[config.mk]
export PLATFORM = sky130hd
export DESIGN_NAME = muldiv_ctrl_flat
export DESIGN_NICKNAME = d
export VERILOG_FILES = /design/src/rtl/muldiv_ctrl_pkg.sv /design/src/rtl/muldiv_ctrl_if.sv /design/src/rtl/muldiv_ctrl_hilo.sv /design/src/rtl/muldiv_ctrl.sv /design/src/flat_wrapper.sv
export SDC_FILE = /design/constraint.sdc
export NUM_CORES = 1
export LEC_CHECK = 0
export BUFFER_PORTS_ARGS = -buffer_cell sky130_fd_sc_hd__buf_2
export CELL_PAD_IN_SITES_DETAIL_PLACEMENT = 2
export CELL_PAD_IN_SITES_GLOBAL_PLACEMENT = 2
export CORE_UTILIZATION = 24
export DETAILED_ROUTE_END_ITERATION = 8
export PLACE_DENSITY_LB_ADDON = 0.12
export SYNTH_ARGS = -nofsm -noshare
export SYNTH_HDL_FRONTEND = slang
export SYNTH_SLANG_ARGS = --single-unit
[constraint.sdc]
create_clock -name clk -period 1.5 [get_ports clk]
set_input_delay 0.225 -clock clk [delete_from_list [all_inputs] [get_ports clk]]
set_output_delay 0.225 -clock clk [all_outputs]
set_load 0.01 [all_outputs]
[src/rtl/muldiv_ctrl_pkg.sv]
// Shared definitions for the multiply/divide controller.
// Holds the 3-bit op encodings, the 2-bit controller state encodings and
// small op-classification helpers used by the controller and its bench.
package muldiv_ctrl_pkg;

    typedef enum logic [2:0] {
        MD_MULT  = 3'd0,
        MD_MULTU = 3'd1,
        MD_DIV   = 3'd2,
        MD_DIVU  = 3'd3,
        MD_MTHI  = 3'd4,
        MD_MTLO  = 3'd5
    } md_op_e;

    typedef enum logic [1:0] {
        ST_IDLE     = 2'd0,
        ST_MUL_WAIT = 2'd1,
        ST_DIV_RUN  = 2'd2,
        ST_DONE     = 2'd3
    } md_state_e;

    function automatic logic is_mul(input logic [2:0] op);
        return (op == MD_MULT) || (op == MD_MULTU);
    endfunction

    function automatic logic is_div(input logic [2:0] op);
        return (op == MD_DIV) || (op == MD_DIVU);
    endfunction

endpackage

[src/rtl/muldiv_ctrl_if.sv]
// Bundle of the EX-side request signals and the external multiplier /
// divider handshake seen by muldiv_ctrl.
//   slave  : the controller (consumes EX request + unit results)
//   master : the surrounding pipeline and arithmetic units
interface muldiv_ctrl_if #(
    parameter int WIDTH = 32
) ();
    import muldiv_ctrl_pkg::*;

    logic                 op_valid_i;
    logic [2:0]           op_i;
    logic [WIDTH-1:0]     src_a_i;
    logic [WIDTH-1:0]     src_b_i;
    logic                 hold_i;
    logic                 flush_i;
    logic                 stall_o;
    logic [WIDTH-1:0]     hi_o;
    logic [WIDTH-1:0]     lo_o;
    logic                 mul_sign_o;
    logic [2*WIDTH-1:0]   mul_result_i;
    logic                 div_start_o;
    logic                 div_sign_o;
    logic                 div_cancel_o;
    logic                 div_ready_i;
    logic [2*WIDTH-1:0]   div_result_i;

    modport slave (
        input  op_valid_i, op_i, src_a_i, src_b_i, hold_i, flush_i,
        input  mul_result_i, div_ready_i, div_result_i,
        output stall_o, hi_o, lo_o, mul_sign_o,
        output div_start_o, div_sign_o, div_cancel_o
    );

    modport master (
        output op_valid_i, op_i, src_a_i, src_b_i, hold_i, flush_i,
        output mul_result_i, div_ready_i, div_result_i,
        input  stall_o, hi_o, lo_o, mul_sign_o,
        input  div_start_o, div_sign_o, div_cancel_o
    );

endinterface

[src/rtl/muldiv_ctrl_hilo.sv]
// Architectural HI/LO register pair.
// Ports: clk, rst (sync, active-high, clears both), we_hi / we_lo with a
// shared single-word write data, we_pair with a {hi,lo} double-word write
// data (takes priority), hi / lo outputs.
module muldiv_ctrl_hilo #(
    parameter int WIDTH = 32
) (
    input  logic               clk,
    input  logic               rst,
    input  logic               we_hi,
    input  logic               we_lo,
    input  logic [WIDTH-1:0]   wdata,
    input  logic               we_pair,
    input  logic [2*WIDTH-1:0] pair_wdata,
    output logic [WIDTH-1:0]   hi,
    output logic [WIDTH-1:0]   lo
);

    always_ff @(posedge clk) begin
        if (rst) begin
            hi <= '0;
            lo <= '0;
        end else if (we_pair) begin
            hi <= pair_wdata[2*WIDTH-1:WIDTH];
            lo <= pair_wdata[WIDTH-1:0];
        end else begin
            if (we_hi) hi <= wdata;
            if (we_lo) lo <= wdata;
        end
    end

endmodule

[src/rtl/muldiv_ctrl.sv]
// EX-stage multiply/divide sequencer: drives the external MUL_LAT-stage
// multiplier and iterative divider, stalls EX until a result exists, owns
// HI/LO and writes them only on the edge the EX instruction advances.
// Ports: clk, rst (sync, active-high); bus (muldiv_ctrl_if.slave) carrying
// the EX request, hold/flush, stall, HI/LO and the unit handshakes.
// Build option: MULDIV_DIV0_BYPASS_EN -- a divide by zero skips the divider
// and completes with {HI,LO} = {dividend, all ones} after one stall cycle.
module muldiv_ctrl
    import muldiv_ctrl_pkg::*;
#(
    parameter int MUL_LAT = 2,
    parameter int WIDTH   = 32
) (
    input logic          clk,
    input logic          rst,
    muldiv_ctrl_if.slave bus
);

    localparam int CNT_W = (MUL_LAT > 1) ? $clog2(MUL_LAT) : 1;

    md_state_e            state, state_nx;
    logic [CNT_W-1:0]     cnt, cnt_nx;
    logic [2*WIDTH-1:0]   res_q, res_nx;
    logic                 advance;
    logic                 we_hi, we_lo, we_pair;
    logic [2*WIDTH-1:0]   pair_wdata;
    logic [WIDTH-1:0]     hi, lo;

    assign advance        = !bus.hold_i && !bus.flush_i;
    assign bus.mul_sign_o = (bus.op_i == MD_MULT);
    assign bus.div_sign_o = (bus.op_i == MD_DIV);
    assign bus.hi_o       = hi;
    assign bus.lo_o       = lo;

    always_ff @(posedge clk) begin
        if (rst) begin
            state <= ST_IDLE;
            cnt   <= '0;
            res_q <= '0;
        end else begin
            state <= state_nx;
            cnt   <= cnt_nx;
            res_q <= res_nx;
        end
    end

    // stall_o depends only on state, op_valid_i and op_i so it never forms a
    // combinational path from the divider's ready pulse or from hold/flush.
    always_comb begin
        state_nx         = state;
        cnt_nx           = cnt;
        res_nx           = res_q;
        bus.stall_o      = 1'b0;
        bus.div_start_o  = 1'b0;
        bus.div_cancel_o = 1'b0;
        we_hi            = 1'b0;
        we_lo            = 1'b0;
        we_pair          = 1'b0;
        pair_wdata       = res_q;

        case (state)
            ST_IDLE: begin
                if (bus.op_valid_i) begin
                    if (is_mul(bus.op_i)) begin
                        if (MUL_LAT == 0) begin
                            pair_wdata = bus.mul_result_i;
                            we_pair    = advance;
                        end else begin
                            bus.stall_o = 1'b1;
                            if (!bus.flush_i) begin
                                state_nx = ST_MUL_WAIT;
                                cnt_nx   = CNT_W'(MUL_LAT - 1);
                            end
                        end
                    end else if (is_div(bus.op_i)) begin
                        bus.stall_o = 1'b1;
                        if (!bus.flush_i) begin
`ifdef MULDIV_DIV0_BYPASS_EN
                            if (bus.src_b_i == '0) begin
                                res_nx   = {bus.src_a_i, {WIDTH{1'b1}}};
                                state_nx = ST_DONE;
                            end else begin
                                bus.div_start_o = 1'b1;
                                state_nx        = ST_DIV_RUN;
                            end
`else
                            bus.div_start_o = 1'b1;
                            state_nx        = ST_DIV_RUN;
`endif
                        end
                    end else if (bus.op_i == MD_MTHI) begin
                        we_hi = advance;
                    end else if (bus.op_i == MD_MTLO) begin
                        we_lo = advance;
                    end
                end
            end

            ST_MUL_WAIT: begin
                bus.stall_o = 1'b1;
                if (bus.flush_i) begin
                    state_nx = ST_IDLE;
                end else if (cnt == '0) begin
                    res_nx   = bus.mul_result_i;
                    state_nx = ST_DONE;
                end else begin
                    cnt_nx = cnt - CNT_W'(1);
                end
            end

            ST_DIV_RUN: begin
                bus.stall_o = 1'b1;
                if (bus.flush_i) begin
                    // A divider that is finishing this cycle stops by itself.
                    bus.div_cancel_o = !bus.div_ready_i;
                    state_nx         = ST_IDLE;
                end else if (bus.div_ready_i) begin
                    res_nx   = bus.div_result_i;
                    state_nx = ST_DONE;
                end
            end

            ST_DONE: begin
                // The op still on the inputs is the finished one; never re-issue it.
                if (bus.flush_i) begin
                    state_nx = ST_IDLE;
                end else if (!bus.hold_i) begin
                    we_pair  = 1'b1;
                    state_nx = ST_IDLE;
                end
            end

            default: state_nx = ST_IDLE;
        endcase
    end

    muldiv_ctrl_hilo #(.WIDTH(WIDTH)) u_hilo (
        .clk        (clk),
        .rst        (rst),
        .we_hi      (we_hi),
        .we_lo      (we_lo),
        .wdata      (bus.src_a_i),
        .we_pair    (we_pair),
        .pair_wdata (pair_wdata),
        .hi         (hi),
        .lo         (lo)
    );

endmodule

[src/flat_wrapper.sv]
// flat-port wrapper written by rule: the top's interface ports become plain ports
module muldiv_ctrl_flat import muldiv_ctrl_pkg::*;
#(
    parameter int MUL_LAT = 2,
    parameter int WIDTH   = 32
)
  (clk, rst, bus_op_valid_i, bus_op_i, bus_src_a_i, bus_src_b_i, bus_hold_i, bus_flush_i, bus_mul_result_i, bus_div_ready_i, bus_div_result_i, bus_stall_o, bus_hi_o, bus_lo_o, bus_mul_sign_o, bus_div_start_o, bus_div_sign_o, bus_div_cancel_o);
  muldiv_ctrl_if #(.WIDTH(WIDTH)) bus_i ();
  input logic clk;
  input logic rst;
  input wire logic [$bits(bus_i.op_valid_i)-1:0] bus_op_valid_i;
  input wire logic [$bits(bus_i.op_i)-1:0] bus_op_i;
  input wire logic [$bits(bus_i.src_a_i)-1:0] bus_src_a_i;
  input wire logic [$bits(bus_i.src_b_i)-1:0] bus_src_b_i;
  input wire logic [$bits(bus_i.hold_i)-1:0] bus_hold_i;
  input wire logic [$bits(bus_i.flush_i)-1:0] bus_flush_i;
  input wire logic [$bits(bus_i.mul_result_i)-1:0] bus_mul_result_i;
  input wire logic [$bits(bus_i.div_ready_i)-1:0] bus_div_ready_i;
  input wire logic [$bits(bus_i.div_result_i)-1:0] bus_div_result_i;
  output wire logic [$bits(bus_i.stall_o)-1:0] bus_stall_o;
  output wire logic [$bits(bus_i.hi_o)-1:0] bus_hi_o;
  output wire logic [$bits(bus_i.lo_o)-1:0] bus_lo_o;
  output wire logic [$bits(bus_i.mul_sign_o)-1:0] bus_mul_sign_o;
  output wire logic [$bits(bus_i.div_start_o)-1:0] bus_div_start_o;
  output wire logic [$bits(bus_i.div_sign_o)-1:0] bus_div_sign_o;
  output wire logic [$bits(bus_i.div_cancel_o)-1:0] bus_div_cancel_o;
  assign bus_i.op_valid_i = bus_op_valid_i;
  assign bus_i.op_i = bus_op_i;
  assign bus_i.src_a_i = bus_src_a_i;
  assign bus_i.src_b_i = bus_src_b_i;
  assign bus_i.hold_i = bus_hold_i;
  assign bus_i.flush_i = bus_flush_i;
  assign bus_i.mul_result_i = bus_mul_result_i;
  assign bus_i.div_ready_i = bus_div_ready_i;
  assign bus_i.div_result_i = bus_div_result_i;
  assign bus_stall_o = bus_i.stall_o;
  assign bus_hi_o = bus_i.hi_o;
  assign bus_lo_o = bus_i.lo_o;
  assign bus_mul_sign_o = bus_i.mul_sign_o;
  assign bus_div_start_o = bus_i.div_start_o;
  assign bus_div_sign_o = bus_i.div_sign_o;
  assign bus_div_cancel_o = bus_i.div_cancel_o;
  muldiv_ctrl #(.MUL_LAT(MUL_LAT), .WIDTH(WIDTH)) u_core (.clk(clk), .rst(rst), .bus(bus_i));
endmodule
# Word level (Yosys, flattened, before mapping)
# Cells that the tools add are included.
totals:
  mem_count: 0
  regBits: 131
  out_inout_bits: 69
  mem_bits_ro: 0
  ram_bits: 0
  latch_bits: 0
  in_bits: 201
classes:
  addsub: 1
  mul: 0
  n_mux: 52
  n_eq_ne: 21
  n_reduce_logical: 16
  order_cmp: 0
  shift: 0
  div: 0
  n_bitwise: 0
ops:
  columns: ["operator", "n"]
  rows:
  - ["$mux W64", 4]
  - ["$mux W32", 4]
  - ["$pmux W64 S2", 1]
  - ["$mux W1", 29]
  - ["$mux W2", 11]
  - ["$ne A3 B3 Y1 const B", 5]
  - ["$ne A2 B2 Y1 const B", 6]
  - ["$reduce_and A5 Y1", 2]
  - ["$pmux W2 S4", 1]
  - ["$reduce_bool A2 Y1", 4]
  - ["$reduce_and A7 Y1", 1]
  - ["$eq A3 B2 Y1 const B", 2]
  - ["$eq A3 B3 Y1 const B", 2]
  - ["$eq A2 B2 Y1 const B", 2]
  - ["$pmux W1 S2", 2]
  - ["$eq A3 B1 Y1 const B", 1]
  - ["$logic_not A1 Y1", 3]
  - ["$logic_not A3 Y1", 1]
  - ["$ne A3 B1 Y1 const B", 1]
  - ["$eq A2 B1 Y1 const B", 1]
  - ["$logic_not A2 Y1", 1]
  - ["$logic_or A1 B1 Y1", 2]
  - ["$ne A2 B1 Y1 const B", 1]
  - ["$reduce_or A2 Y1", 1]
  - ["2 further kinds", 2]

# Logic depth before layout (Yosys ltp)
# Gate-level depths: netlist of run 1.
depth:
  word_depth: 10
  mapped_depth: 8

# Cells and area by module
# A second synthesis of run 1 with hierarchy kept.
hier_totals:
  cells_unflattened: 615
  hier_area_um2: 6655.1
by_module_without_submodules:
  columns: ["mod", "cells_per_inst", "area_per_inst_um2", "seq_area_each_um2", "instances"]
  rows:
  - ["muldiv_ctrl", 330, 3425.8, 1341.3, 1]
  - ["muldiv_ctrl_hilo", 285, 3229.3, 1281.2, 1]

# Worst setup path after synthesis of run 1
# OpenSTA, ideal clock, no wires.
synth_timing:
  path_kind: "reg-to-reg"
  start: "register u_core.state[0]"
  end: "register u_core.res_q[0] (netlist: u_core.pair_wdata[0])"
  path_slack_ns: -0.064
  setup_time_ns: 0.146
  required_ns: 1.354
  path_stages_with_launch: 8
  n_path_buf: 2
  synth_period_minus_slack_ns: 1.564
  t_arrival_ns: 1.418
  cell_sequence: "dfxtp_1 > inv_1 > ha_1 > nand2b_1 > o2111a_2 > buf_6 > buf_2 > a211oi_2"
synth_between:
  elab_chain_cells: 3
  word_cells_on_any_way: 9
synth_rtl:
  columns: ["element", "line_no", "text"]
  rows:
  - ["start: declaration", "muldiv_ctrl.sv:21", "md_state_e state, state_nx;"]
  - ["start signal: assignment", "muldiv_ctrl.sv:41", "state <= state_nx;"]
  - ["$eq A2 B1 Y1 / $eq A2 B2 Y1 (equally long branches)", "muldiv_ctrl.sv:61", "case (state)"]
  - ["$ne A2 B2 Y1 (no source line) / $reduce_bool A2 Y1 (equally long branches)", null, null]
  - ["$reduce_and A5 Y1 (no source line)", null, null]
  - ["end signal: assignment", "muldiv_ctrl.sv:43", "res_q <= res_nx;"]
  - ["end: declaration", "muldiv_ctrl.sv:23", "logic [2*WIDTH-1:0] res_q, res_nx;"]
# Several ways; a longest one is shown, not always the timed one.
# A chain may end at the register's enable or synchronous reset.

# Worst setup path in the final report of run 1
layout_timing:
  start: "register u_core.state[0]"
  end: "register u_core.u_hilo.lo[31]"
layout_between:
  elab_chain_cells: 3
  word_cells_on_any_way: 6
layout_rtl:
  columns: ["element", "line_no", "text"]
  rows:
  - ["$eq A2 B2 Y1 / $logic_not A2 Y1 (equally long branches)", "muldiv_ctrl.sv:61", null]
  - ["$mux W1", "muldiv_ctrl.sv:61", null]
  - ["$mux W32 / $reduce_bool A2 Y1 (equally long branches)", null, null]
  - ["end signal: assignment", "muldiv_ctrl_hilo.sv:25", "lo <= pair_wdata[WIDTH-1:0];"]
  - ["end signal: assignment", "muldiv_ctrl_hilo.sv:28", "if (we_lo) lo <= wdata;"]
  - ["end: declaration", "muldiv_ctrl_hilo.sv:16", "output logic [WIDTH-1:0] lo"]
# Several ways; a longest one is shown, not always the timed one.

==> Flow_metrics.wiki, run 1 <==
{| class="wikitable"
! Metric !! Value
|-
| Critical R2R Launch || u_core.state[0]
|-
| Share of the clock period used by the worst path || 1.161
|-
| Maximum fanout along the worst path || 16
|-
| Antenna violations before repair || 0
|-
| Leading cell types in the layout, fill and taps excluded || sky130_fd_sc_hd__buf_2, sky130_fd_sc_hd__dfxtp_1, sky130_fd_sc_hd__nand2_1, sky130_fd_sc_hd__o211ai_1, sky130_fd_sc_hd__a211oi_2
|-
| Die height || 161.8 um
|-
| Setup Viol. Count Final || 131
|-
| Synth area leaders || sky130_fd_sc_hd__dfxtp_1, sky130_fd_sc_hd__a211oi_2, sky130_fd_sc_hd__mux2i_1
|-
| Vias after detailed routing || 6267
|-
| CTS H-tree depth || 4
|-
| Average wire length per cell after detail routing || 21.58 um
|-
| Pin slew with the least headroom to its limit || 0.4618 ns
|-
| Commonest non-fill, non-tap cell in the layout || sky130_fd_sc_hd__buf_2
|-
| Sequential cell area fraction in the yosys report || 0.4277
|-
| Vias per Instance || 4.869
|-
| Setup repair after global routing missed its margin || yes
|-
| Worst Slack Setup Final || -0.2416 ns
|-
| DRC viols || 1
|-
| Post-synthesis share of cell area spent on full adders, half adders and majority gates || 0.01020
|-
| Setup TNS after final layout || -21.43 ns
|-
| Die X || 161.8 um
|-
| PD cells || 1537 nW/um^2
|-
| Clock latency on the worst-skew pair || 0.42 ns
|-
| Final hold viol count || 0
|-
| Ratio of cells with drive above 1 in the final layout || 0.5423
|-
| Combinational family with the most area after synthesis || compound AO/OA/AOI/OAI gates
|-
| Max IR drop VDD || 0.0005489 V
|-
| Global-route wire length before repair || 38500 um
|-
| Post-Synthesis Cell Area || 6132 sq um
|-
| Clock tree from TritonCTS || done
|-
| Area growth from synthesis to layout || 61.35%
|-
| Global router's overall resource usage || 0.1947
|-
| YS warnings || 0
|-
| Number of cells traversed by the worst register-to-register path || 7
|-
| Standby leakage power || 3.915 nW
|-
| Post-route antenna net violation count || 0
|-
| Post-synth top area share || 0.4277
|-
| Outcome || finished with violations
|-
| Maximum clock insertion buffer count || 2
|-
| End-of-flow core utilization || 0.3941
|-
| Number of max-cap violations || 0
|-
| Setup slack of the most critical reg-to-reg path || -0.24 ns
|-
| Mean instance size in the synthesized netlist || 9.463 sq um
|-
| Site row count || 58
|-
| Post-synthesis compound-gate area fraction || 0.2214
|-
| Startpoint type of the worst setup path || flip-flop
|-
| Drt pass-1 iters || 6
|-
| Crit path arrival time || 2.07 ns
|-
| Clock edge transition at the registers on the reported setup and hold paths || 0.06 ns
|-
| Final critical-path required period || 1.742 ns
|-
| Die Footprint || 26190 sq um
|-
| Number of buffers added on ports || 237
|-
| Placer Congestion || 0.7831
|-
| Post-Synth XOR/XNOR Area || 0
|-
| Vias in the first global route || 6850
|-
| Endpoint class of the critical path || flip-flop
|-
| Initial standard-cell utilization of the core || 0.2442
|-
| Worst rel slew slack || 0.6921
|-
| Total CTS buffers || 17
|-
| Hold Path Depth || 3
|-
| Post-DP HPWL || 16320 um
|-
| Root buf cell || sky130_fd_sc_hd__clkbuf_16
|-
| Final Max Tran Viols || 0
|-
| Maximum number of pins on one net before global-route repair || 65
|-
| Ports || 270
|-
| Startpoint of the worst hold path || bus_src_a_i[14]
|-
| Maximum clock skew at final layout || 0.008268 ns
|-
| Maximum achievable frequency || 574.2 MHz
|-
| CORE AREA || 25110 sq um
|-
| Worst EP required || 1.83 ns
|-
| Worst hold-check path type || in -> reg
|-
| Antenna fix cells || 0
|-
| Count of nets after finishing || 1151
|-
| TritonCTS sink count || 131
|-
| Count of routing violations after the opening detailed-route iteration || 187
|-
| Drt total wl || 27780 um
|-
| Netlist cell types || 33
|-
| Basic-gate share of the synthesized area counting and, or, nand and nor cells || 0.1708
|-
| Multiplexer fraction of the synthesized cell area || 0.1045
|-
| Total global routing overflow || 0
|-
| Endpoint with the worst hold slack || u_core.u_hilo.lo[14]
|-
| Flip-flop and latch count after synthesis || 131
|-
| Number of instances in the synthesized netlist || 648
|-
| Violated checks || design-rule violations, negative setup slack
|-
| Worst R2R End || u_core.u_hilo.lo[31]
|-
| Cell taking the most area after synthesis || sky130_fd_sc_hd__dfxtp_1
|-
| Setup Crit Path Kind || reg -> reg
|-
| Net Count, Synth || 854
|}
[flip-flops by register name (all words and copies together) (netlist names)]
register           count
u_core.u_hilo.hi      32
u_core.state           2
u_core.u_hilo.lo      32
u_core.pair_wdata     64
u_core.cnt             1
[area by class of cell]
class                      count  area (sq um)
fill                        2780         15210
clock inverter                13         185.2
sequential                   131          2628
tap                          330         412.9
inverter                       5         21.27
timing repair buffer         336          2668
multi-input combinational    454          3551
clock buffer                  18         429.2
[how the worst max path moves through the flow]
stage                         start               endpoint  slack [ns]  depth (start not counted)
floorplan           u_core.state[0]   u_core.u_hilo.hi[22]        0.01                          8
global placement    u_core.state[0]  u_core.pair_wdata[53]       -0.23                          7
detailed placement  u_core.state[1]   u_core.pair_wdata[1]       -0.26                          7
CTS                 u_core.state[1]       bus_div_cancel_o       -0.18                          6
global route        u_core.state[0]    u_core.u_hilo.lo[0]       -0.29                          7
finish              u_core.state[0]   u_core.u_hilo.lo[31]       -0.24                          7
[per-stage QoR]
stage	instance area, sq um	worst slack, ns	hold WS, ns	instances	total power (W)
2_1_floorplan	6156	0.01090	0.3905	648	0.007542
3_3_place_gp	7906	-0.2293	0.4524	1202	0.008848
3_5_place_dp	7906	-0.2593	0.4686	1202	0.009085
4_1_cts	9428	-0.1819	0.09632	1269	0.01445
5_1_grt	9894	-0.2949	0.1034	1287	0.01599
6_report	9894	-0.2416	0.1132	1287	0.01521
[per-layer routing]
metal / global-route usage / part of all wire / up-vias
li1: - / - / 2939
met2: 0.3430 / 0.50 / 192
met5: 0 / 0 / -
met1: 0.2365 / 0.44 / 3113
met3: 0.04086 / 0.054 / 23
met4: 0.05746 / 0.012 / 0
[repair_timing]
action | CTS | global route
setup buffers | 23 | 10
hold buffers | 0 | 0
gates cloned | 13 | 13
pin swaps | 26 | 28
resized for setup | 91 | 51
setup endpoints to repair | 133 | 133
[critical path: stages (launching register included)]
cell and delay, ns:
sky130_fd_sc_hd__dfxtp_4 0.36, sky130_fd_sc_hd__inv_4 0.08, sky130_fd_sc_hd__ha_4 0.14, sky130_fd_sc_hd__and4b_2 0.26, sky130_fd_sc_hd__buf_4 0.13, sky130_fd_sc_hd__nand3_4 0.17
sky130_fd_sc_hd__clkbuf_16 0.26, sky130_fd_sc_hd__o211ai_1 0.22
[cells in the mapped netlist, drive strengths merged]
library cell	count
a211oi	64
a21oi	4
a311oi	3
a31o	1
a31oi	2
and3	1
and4b	1
buf	55
clkbuf	3
dfxtp	131
ha	5
inv	5
mux2i	64
nand2	100
nand2b	2
nand3	65
nand3b	1
nor2	70
nor2b	1
nor3	2
nor3b	2
nor4b	1
o2111a	1
o211ai	64
[where the power goes]
group	internal, W	total [W]	switching (W)	leakage (nW)
sequential	0.00408	0.00447	0.000386	1.07
clock	0.00277	0.00441	0.00163	0.284
combinational	0.00321	0.00634	0.00313	2.56
[logic make-up (layout without fill, tap and decap cells)]
family | after synthesis | after routing
AND/OR/NAND/NOR | 246 | 246
flip-flops | 131 | 131
AO/OA/AOI/OAI | 139 | 139
buffers and inverters | 63 | 372
multiplexers | 64 | 64
adder cells (fa/ha/maj) | 5 | 5
(Power assumes the default switching activity.)
==> run 2: changes to the inputs <==
CORE_UTILIZATION = 26   (was 24)
SYNTH_HIERARCHICAL = 1   (was default)
==> run 2 against run 1 <==
The flow finishes with violations (negative setup slack). Combinational power decreased by 32%. Worst hold slack better by 0.043 ns. Sequential power down 6.0%. Routed wire length is 5.4% lower. Clock skew is 0.0045 ns higher. First-iteration DRC count down 28%. Utilization is 3.1 points higher. Setup slack worse by 0.22 ns.
==> Flow_metrics.wiki, run 2 <==
{| class="wikitable"
! Metric !! Value
|-
| Number of max-cap violations || 0 (unchanged)
|-
| Sequential cell area fraction in the yosys report || 0.3941 (-0.03361)
|-
| Total power || 0.01343 W (-12%)
|-
| Number of instances in the synthesized netlist || 615 (-5.1%)
|-
| Final Max Tran Viols || 0 (unchanged)
|-
| Worst EP required || 1.80 ns (-0.03 ns)
|-
| Initial standard-cell utilization of the core || 0.2650 (+0.02083)
|-
| Total global routing overflow || 0 (unchanged)
|-
| Setup repair after global routing missed its margin || yes
|-
| Share of flip-flops with an asynchronous set or reset after synthesis || 0 (unchanged)
|-
| Vias per Instance || 4.733 (-2.8%)
|-
| Post-route antenna net violation count || 0 (unchanged)
|-
| Worst Slack Setup Final || -0.4579 ns (-0.2163 ns)
|-
| Final hold viol count || 0 (unchanged)
|-
| Leading cell types in the layout, fill and taps excluded || sky130_fd_sc_hd__buf_2, sky130_fd_sc_hd__dfxtp_1, sky130_fd_sc_hd__a211oi_2, sky130_fd_sc_hd__mux2i_1, sky130_fd_sc_hd__nor2b_1
|-
| Maximum clock insertion buffer count || 2 (unchanged)
|-
| Vias in the first global route || 6538 (-4.6%)
|-
| Primary flip-flop cell chosen by synthesis mapping || sky130_fd_sc_hd__dfxtp_1
|-
| Ports || 270 (unchanged)
|-
| Antenna violations before repair || 1 (+1)
|-
| Outcome || finished with violations
|-
| Max IR drop VDD || 0.0006882 V (+25%)
|-
| Endpoint class of the critical path || flip-flop
|-
| Net Count, Synth || 820 (-4.0%)
|-
| Maximum achievable frequency || 510.8 MHz (-11%)
|-
| Clock edge transition at the registers on the reported setup and hold paths || 0.06 ns (about the same)
|-
| Total CTS buffers || 17 (unchanged)
|-
| Area growth from synthesis to layout || 60.56%
|-
| Drt pass-1 iters || 4 (-2)
|-
| Share of the clock period used by the worst path || 1.305 (+0.1442)
|-
| Post-DP HPWL || 16840 um (+3.2%)
|-
| Global router's overall resource usage || 0.1958 (+0.001065)
|-
| Maximum number of pins on one net before global-route repair || 38 (-42%)
|-
| Synth area leaders || sky130_fd_sc_hd__dfxtp_1, sky130_fd_sc_hd__mux2i_1, sky130_fd_sc_hd__a211oi_2
|-
| Maximum clock skew at final layout || 0.01275 ns (+0.004478 ns)
|-
| PD cells || 1256 nW/um^2 (-18%)
|-
| Worst hold-check path type || in -> reg
|-
| Clock latency on the worst-skew pair || 0.42 ns (about the same)
|-
| Final critical-path required period || 1.958 ns (+0.2163 ns)
|-
| Final hold slack || 0.1563 ns (+0.04309 ns)
|-
| Cell taking the most area after synthesis || sky130_fd_sc_hd__dfxtp_1
|-
| Standby leakage power || 4.155 nW (+6.1%)
|-
| Count of nets after finishing || 1112 (-3.4%)
|-
| Flip-flop and latch count after synthesis || 131 (unchanged)
|-
| TritonCTS sink count || 131 (unchanged)
|-
| Setup Crit Path Kind || reg -> reg
|-
| Ratio of cells with drive above 1 in the final layout || 0.6033 (+0.06094)
|-
| Commonest non-fill, non-tap cell in the layout || sky130_fd_sc_hd__buf_2
|-
| Count of routing violations after the opening detailed-route iteration || 135 (-28%)
|-
| Placer Congestion || 0.7800 (-0.40%)
|-
| Vias after detailed routing || 5916 (-5.6%)
|-
| Netlist cell types || 31 (-6.1%)
|-
| Maximum fanout along the worst path || 16 (unchanged)
|-
| Die Footprint || 26240 sq um (+0.18%)
|-
| Drt total wl || 26270 um (-5.4%)
|-
| Clock tree from TritonCTS || done
|-
| Pin slew with the least headroom to its limit || 0.3773 ns (-0.08452 ns)
|-
| Worst rel slew slack || 0.7413 (+0.04915)
|-
| YS warnings || 6 (+6)
|-
| CORE AREA || 25110 sq um (unchanged)
|-
| Number of buffers added on ports || 237 (unchanged)
|-
| Average wire length per cell after detail routing || 21.01 um (-2.6%)
|-
| Setup TNS after final layout || -52.27 ns (-30.83 ns)
|-
| Site row count || 58 (unchanged)
|-
| Most common cell in the synthesized netlist || sky130_fd_sc_hd__dfxtp_1
|-
| Crit path arrival time || 2.25 ns (+0.18 ns)
|-
| Setup Viol. Count Final || 134 (+2.3%)
|-
| Post-synth top area share || 0.3941 (-0.03361)
|-
| Violated checks || negative setup slack
|-
| Count of flip-flops with a built-in enable after synthesis || 0 (unchanged)
|-
| CTS H-tree depth || 4 (unchanged)
|-
| Root buf cell || sky130_fd_sc_hd__clkbuf_16
|-
| Die height || 162.0 um (about the same)
|-
| DRC viols || 0 (-1)
|-
| Startpoint type of the worst setup path || flip-flop
|-
| Antenna fix cells || 0 (unchanged)
|-
| End-of-flow core utilization || 0.4256 (+0.03149)
|-
| Flip-flop count of the largest register after layout || 64 (unchanged)
|-
| Top cells by instance count after synthesis || sky130_fd_sc_hd__dfxtp_1, sky130_fd_sc_hd__mux2i_1, sky130_fd_sc_hd__a211oi_2, sky130_fd_sc_hd__nor2_1, sky130_fd_sc_hd__nor2b_1
|-
| Die X || 162.0 um (about the same)
|-
| Mean instance size in the synthesized netlist || 10.82 sq um (+14%)
|-
| Post-Place Worst Slack || -0.4869 ns (-0.2275 ns)
|-
| Global-route wire length before repair || 38540 um (+0.11%)
|-
| Post-Synthesis Cell Area || 6655 sq um (+8.5%)
|}
[run 2: cell count changes in the layout (fill, tap and decap cells not counted), sizes merged, moves of 3 or more]
| cell | change |
|---|---|
| nand2 | -99 |
| a211oi | +65 |
| mux2i | +65 |
| nand3 | -65 |
| nor2b | +65 |
| o211ai | -64 |
| a311oi | -3 |
| clkinvlp | -3 |
[run 2: final timing paths]
kind / slack (ns) / startpoint / cells past startpoint / to
hold / removal: 0.16 / bus_mul_result_i[51] / 3 / u_core/pair_wdata[51]
setup reg to reg: -0.46 / u_core/state[0] / 9 / u_core/u_hilo/hi[21]
setup / recovery: -0.46 / u_core/state[0] / 9 / u_core/u_hilo/hi[21]
hold reg to reg: 0.52 / u_core/pair_wdata[9] / 2 / u_core/pair_wdata[9]
[run 2: layer usage]
| metal | global-route usage | up-vias | wire, um |
|---|---|---|---|
| met4 | 0.06261 | 2 | 337 |
| met2 | 0.3482 | 161 | 13600 |
| met3 | 0.03218 | 26 | 1101 |
| li1 | - | 2827 | - |
| met1 | 0.2387 | 2900 | 11220 |
| met5 | 0 | - | 13 |
[run 2: what timing repair did]
item,CTS,global route
hold buffers,0,0
cloned,15,7
pin swaps,16,54
buffers inserted,26,7
endpoints found under the hold margin,0,0
setup endpoints to repair,133,134
gates resized for setup,81,99
[run 2: metrics by stage]
stage                     area, sq um  instances
final                           10690       1250
after global routing            10690       1250
after CTS                       10120       1243
after detailed placement         8494       1170
after global placement           8494       1170
after floorplan                  6720        615
[run 2: final cells by class]
class | instances | area (sq um)
Timing Repair Buffer | 332 | 2658
Fill cell | 2622 | 14420
Clock buffer | 21 | 470.5
Inverter | 4 | 18.77
Tap cell | 330 | 412.9
Clock inverter | 11 | 221.5
Sequential cell | 131 | 2625
Multi-Input combinational cell | 421 | 4279
[run 2: critical path, stage by stage (launching register included)]
cell	delay, ns
sky130_fd_sc_hd__dfxtp_2	0.32
sky130_fd_sc_hd__inv_2	0.08
sky130_fd_sc_hd__ha_4	0.14
sky130_fd_sc_hd__nand4b_1	0.18
sky130_fd_sc_hd__buf_4	0.20
sky130_fd_sc_hd__nor4_4	0.14
sky130_fd_sc_hd__buf_6	0.15
sky130_fd_sc_hd__buf_12	0.21
sky130_fd_sc_hd__mux2i_2	0.30
sky130_fd_sc_hd__a211oi_2	0.10
[run 2: kinds of logic (layout without fill, tap and decap cells)]
logic type / after synthesis / in the layout / share of synthesized area
AOI/OAI and AO/OA: 136 / 136 / 0.2243
buffers and inverters: 63 / 368 / 0.06167
adders and majority gates: 4 / 4 / 0.007521
and+or+nand+nor: 151 / 151 / 0.1168
DFF: 131 / 131 / 0.3941
muxes: 130 / 130 / 0.1957
[run 2: power breakdown]
part / leakage [nW] / internal (W) / switching [W] / total [W]
clock network: 0.331 / 0.00327 / 0.00165 / 0.00492
registers: 1.06 / 0.00388 / 0.000323 / 0.00420
logic: 2.76 / 0.00226 / 0.00204 / 0.00431
total: 4.15 / 0.00941 / 0.00402 / 0.0134
==> run 3: changes to the inputs <==
SETUP_SLACK_MARGIN = 0.15   (was default)
==> run 3 against run 2 <==
The flow still finishes with violations (negative setup slack). Highest routed layer is now met4. Combinational power down 2%. Cell area fell by 1.0%. Flip-flop and latch count unchanged. Global-route usage is 0.45 points lower. Critical path depth unchanged. Fmax is 2.9% lower. Cell count is 0.24% higher. Worst hold slack better by 0.019 ns. Total power is 5.1% lower. Via count increased by 0.68%.
==> Flow_metrics.wiki, run 3 (synthesis gave the netlist of run 2 again) <==
{| class="wikitable"
! Metric !! Value
|-
| Clock latency on the worst-skew pair || 0.42 ns (about the same)
|-
| Total global routing overflow || 0 (unchanged)
|-
| Startpoint type of the worst setup path || flip-flop
|-
| Setup slack of the most critical reg-to-reg path || -0.52 ns (-0.06 ns)
|-
| Critical-path cell list || inv_2 -> ha_4 -> nand4b_1 -> buf_4 -> nor4b_4 -> buf_6 -> buf_12 -> mux2i_1 -> a211oi_2
|-
| DRC viols || 0 (unchanged)
|-
| Number of buffers added on ports || 237 (unchanged)
|-
| Worst rel slew slack || 0.6760 (-0.06525)
|-
| Initial standard-cell utilization of the core || 0.2650 (unchanged)
|-
| Maximum fanout along the worst path || 8 (-8)
|-
| Maximum achievable frequency || 496.0 MHz (-2.9%)
|-
| Post-DP HPWL || 17470 um (+3.7%)
|-
| CORE AREA || 25110 sq um (unchanged)
|-
| Final hold slack || 0.1751 ns (+0.01886 ns)
|-
| Post-Place Cells || 1174 (+0.34%)
|-
| End-of-flow core utilization || 0.4212 (-0.004335)
|-
| Count of nets after finishing || 1114 (+0.18%)
|-
| Die Footprint || 26240 sq um (unchanged)
|-
| Vias per Instance || 4.753 (+0.44%)
|-
| Ports || 270 (unchanged)
|-
| Leading cell types in the layout, fill and taps excluded || sky130_fd_sc_hd__buf_2, sky130_fd_sc_hd__dfxtp_1, sky130_fd_sc_hd__a211oi_2, sky130_fd_sc_hd__mux2i_1, sky130_fd_sc_hd__nor2b_1
|-
| Ratio of cells with drive above 1 in the final layout || 0.6139 (+0.01062)
|-
| Crit path arrival time || 2.31 ns (+0.06 ns)
|-
| Vias in the first global route || 6675 (+2.1%)
|-
| Site row count || 58 (unchanged)
|-
| Count of routing violations after the opening detailed-route iteration || 170 (+26%)
|-
| Slowest cell delay on critical path || 0.33 ns (about the same)
|-
| Worst EP required || 1.79 ns (about the same)
|-
| Setup Crit Path Kind || reg -> reg
|-
| Top Family by Delay on Critical Path || buffers and inverters
|-
| TritonCTS sink count || 131 (unchanged)
|-
| Placer Congestion || 0.7622 (-2.3%)
|-
| Clock edge transition at the registers on the reported setup and hold paths || 0.06 ns (about the same)
|-
| Global router's overall resource usage || 0.1912 (-0.004539)
|-
| Worst hold-check path type || in -> reg
|-
| Die X || 162.0 um (unchanged)
|-
| Post-CTS Hold Buffers || 0 (unchanged)
|-
| PD cells || 1204 nW/um^2 (-4.2%)
|-
| Number of max-cap violations || 0 (unchanged)
|-
| Setup repair after global routing missed its margin || yes
|-
| Drt total wl || 26950 um (+2.6%)
|-
| Maximum clock insertion buffer count || 2 (unchanged)
|-
| Antenna violations before repair || 1 (unchanged)
|-
| Final Non-Filler Cells || 1253 (+0.24%)
|-
| Average wire length per cell after detail routing || 21.51 um (+2.4%)
|-
| Filler cells || 2672 (+1.9%)
|-
| Area growth from synthesis to layout || 58.92%
|-
| Final critical-path required period || 2.016 ns (+0.05833 ns)
|-
| Setup TNS after final layout || -55.64 ns (-3.376 ns)
|-
| Global-route wire length before repair || 37930 um (-1.6%)
|-
| Pin slew with the least headroom to its limit || 0.4860 ns (+0.1087 ns)
|-
| Final hold viol count || 0 (unchanged)
|-
| Final Max Tran Viols || 0 (unchanged)
|-
| Clock tree from TritonCTS || done
|-
| Max IR drop VDD || 0.0006056 V (-12%)
|-
| Commonest non-fill, non-tap cell in the layout || sky130_fd_sc_hd__buf_2
|-
| Die height || 162.0 um (unchanged)
|-
| Drt pass-1 iters || 4 (unchanged)
|-
| Standard cell with the maximum stage delay on the critical path || sky130_fd_sc_hd__dfxtp_2
|-
| Endpoint class of the critical path || flip-flop
|-
| Total CTS buffers || 17 (unchanged)
|-
| Buffers plus inverters on the worst setup path || 4 (unchanged)
|-
| Vias after detailed routing || 5956 (+0.68%)
|-
| Post-route antenna net violation count || 0 (unchanged)
|-
| Root buf cell || sky130_fd_sc_hd__clkbuf_16
|-
| Worst Slack Setup Final || -0.5162 ns (-0.05833 ns)
|-
| Standby leakage power || 4.124 nW (-0.74%)
|-
| Violated checks || negative setup slack
|-
| Maximum number of pins on one net before global-route repair || 38 (unchanged)
|-
| Flip-flop count of the largest register after layout || 64 (unchanged)
|-
| Maximum clock skew at final layout || 0.009838 ns (-0.002909 ns)
|-
| Outcome || finished with violations
|-
| Share of the clock period used by the worst path || 1.344 (+0.03889)
|-
| Setup Viol. Count Final || 134 (unchanged)
|-
| CTS H-tree depth || 4 (unchanged)
|}
run 3: cell count changes in the layout (fill, tap and decap cells not counted), sizes merged:
| cell | before | now |
|---|---|---|
| bufinv | 6 | 3 |
| clkbuf | 27 | 31 |
| clkinv | 2 | 4 |
| clkinvlp | 2 | 3 |
| diode | 0 | 1 |
| inv | 5 | 3 |
run 3: timing repair:
item / 4_1_cts / 5_1_grt
setup endpoints to repair: 134 / 134
setup buffers: 8 / 20
pin swaps: 8 / 77
cloned: 8 / 10
resized for setup: 35 / 145
run 3: worst paths after layout:
check | startpoint | depth (start not counted) | to
setup / recovery | u_core/state[1] | 9 | u_core/u_hilo/lo[10]
hold / removal | bus_mul_result_i[4] | 3 | u_core/pair_wdata[4]
setup reg to reg | u_core/state[1] | 9 | u_core/u_hilo/lo[10]
hold reg to reg | u_core/pair_wdata[48] | 2 | u_core/pair_wdata[48]
run 3: worst reg2reg max path, cell delays in order, from the launching register on:
cell                       delay (ns)
sky130_fd_sc_hd__dfxtp_2         0.33
sky130_fd_sc_hd__inv_2           0.08
sky130_fd_sc_hd__ha_4            0.14
sky130_fd_sc_hd__nand4b_1        0.14
sky130_fd_sc_hd__buf_4           0.19
sky130_fd_sc_hd__nor4b_4         0.27
sky130_fd_sc_hd__buf_6           0.18
sky130_fd_sc_hd__buf_12          0.15
sky130_fd_sc_hd__mux2i_1         0.29
sky130_fd_sc_hd__a211oi_2        0.12
run 3: area by class of cell:
type | instances | area [sq um] | share of cell area
Timing Repair Buffer | 334 | 2562 | 0.2423
Sequential cell | 131 | 2625 | 0.2482
Clock inverter | 9 | 127.6 | 0.01207
Multi-Input combinational cell | 421 | 4349 | 0.4112
Inverter | 4 | 18.77 | 0.001775
Antenna cell | 1 | 2.502 | 0.0002366
Tap cell | 330 | 412.9 | 0.03904
Clock buffer | 23 | 478.0 | 0.04519
run 3: routing by layer:
metal	track usage	wire length (um)
met1	0.2193	11470
met2	0.3533	14040
met3	0.03524	1100
met4	0.06389	333
met5	0	0
run 3: report_power, final:
part | total, W | switching [W] | leakage [nW] | internal (W)
Clock | 0.00432 | 0.00158 | 0.289 | 0.00274
Sequential | 0.00421 | 0.000332 | 1.06 | 0.00388
Combinational | 0.00421 | 0.00204 | 2.77 | 0.00217
run 3: stage by stage:
step,area (sq um),worst slack [ns],power [W]
final,10580,-0.5162,0.01274
after global routing,10580,-0.6291,0.01335
after CTS,9520,-0.4691,0.01180
after detailed placement,8487,-0.5125,0.007159
after global placement,8487,-0.3530,0.007000
after floorplan,6720,-0.2066,0.006105
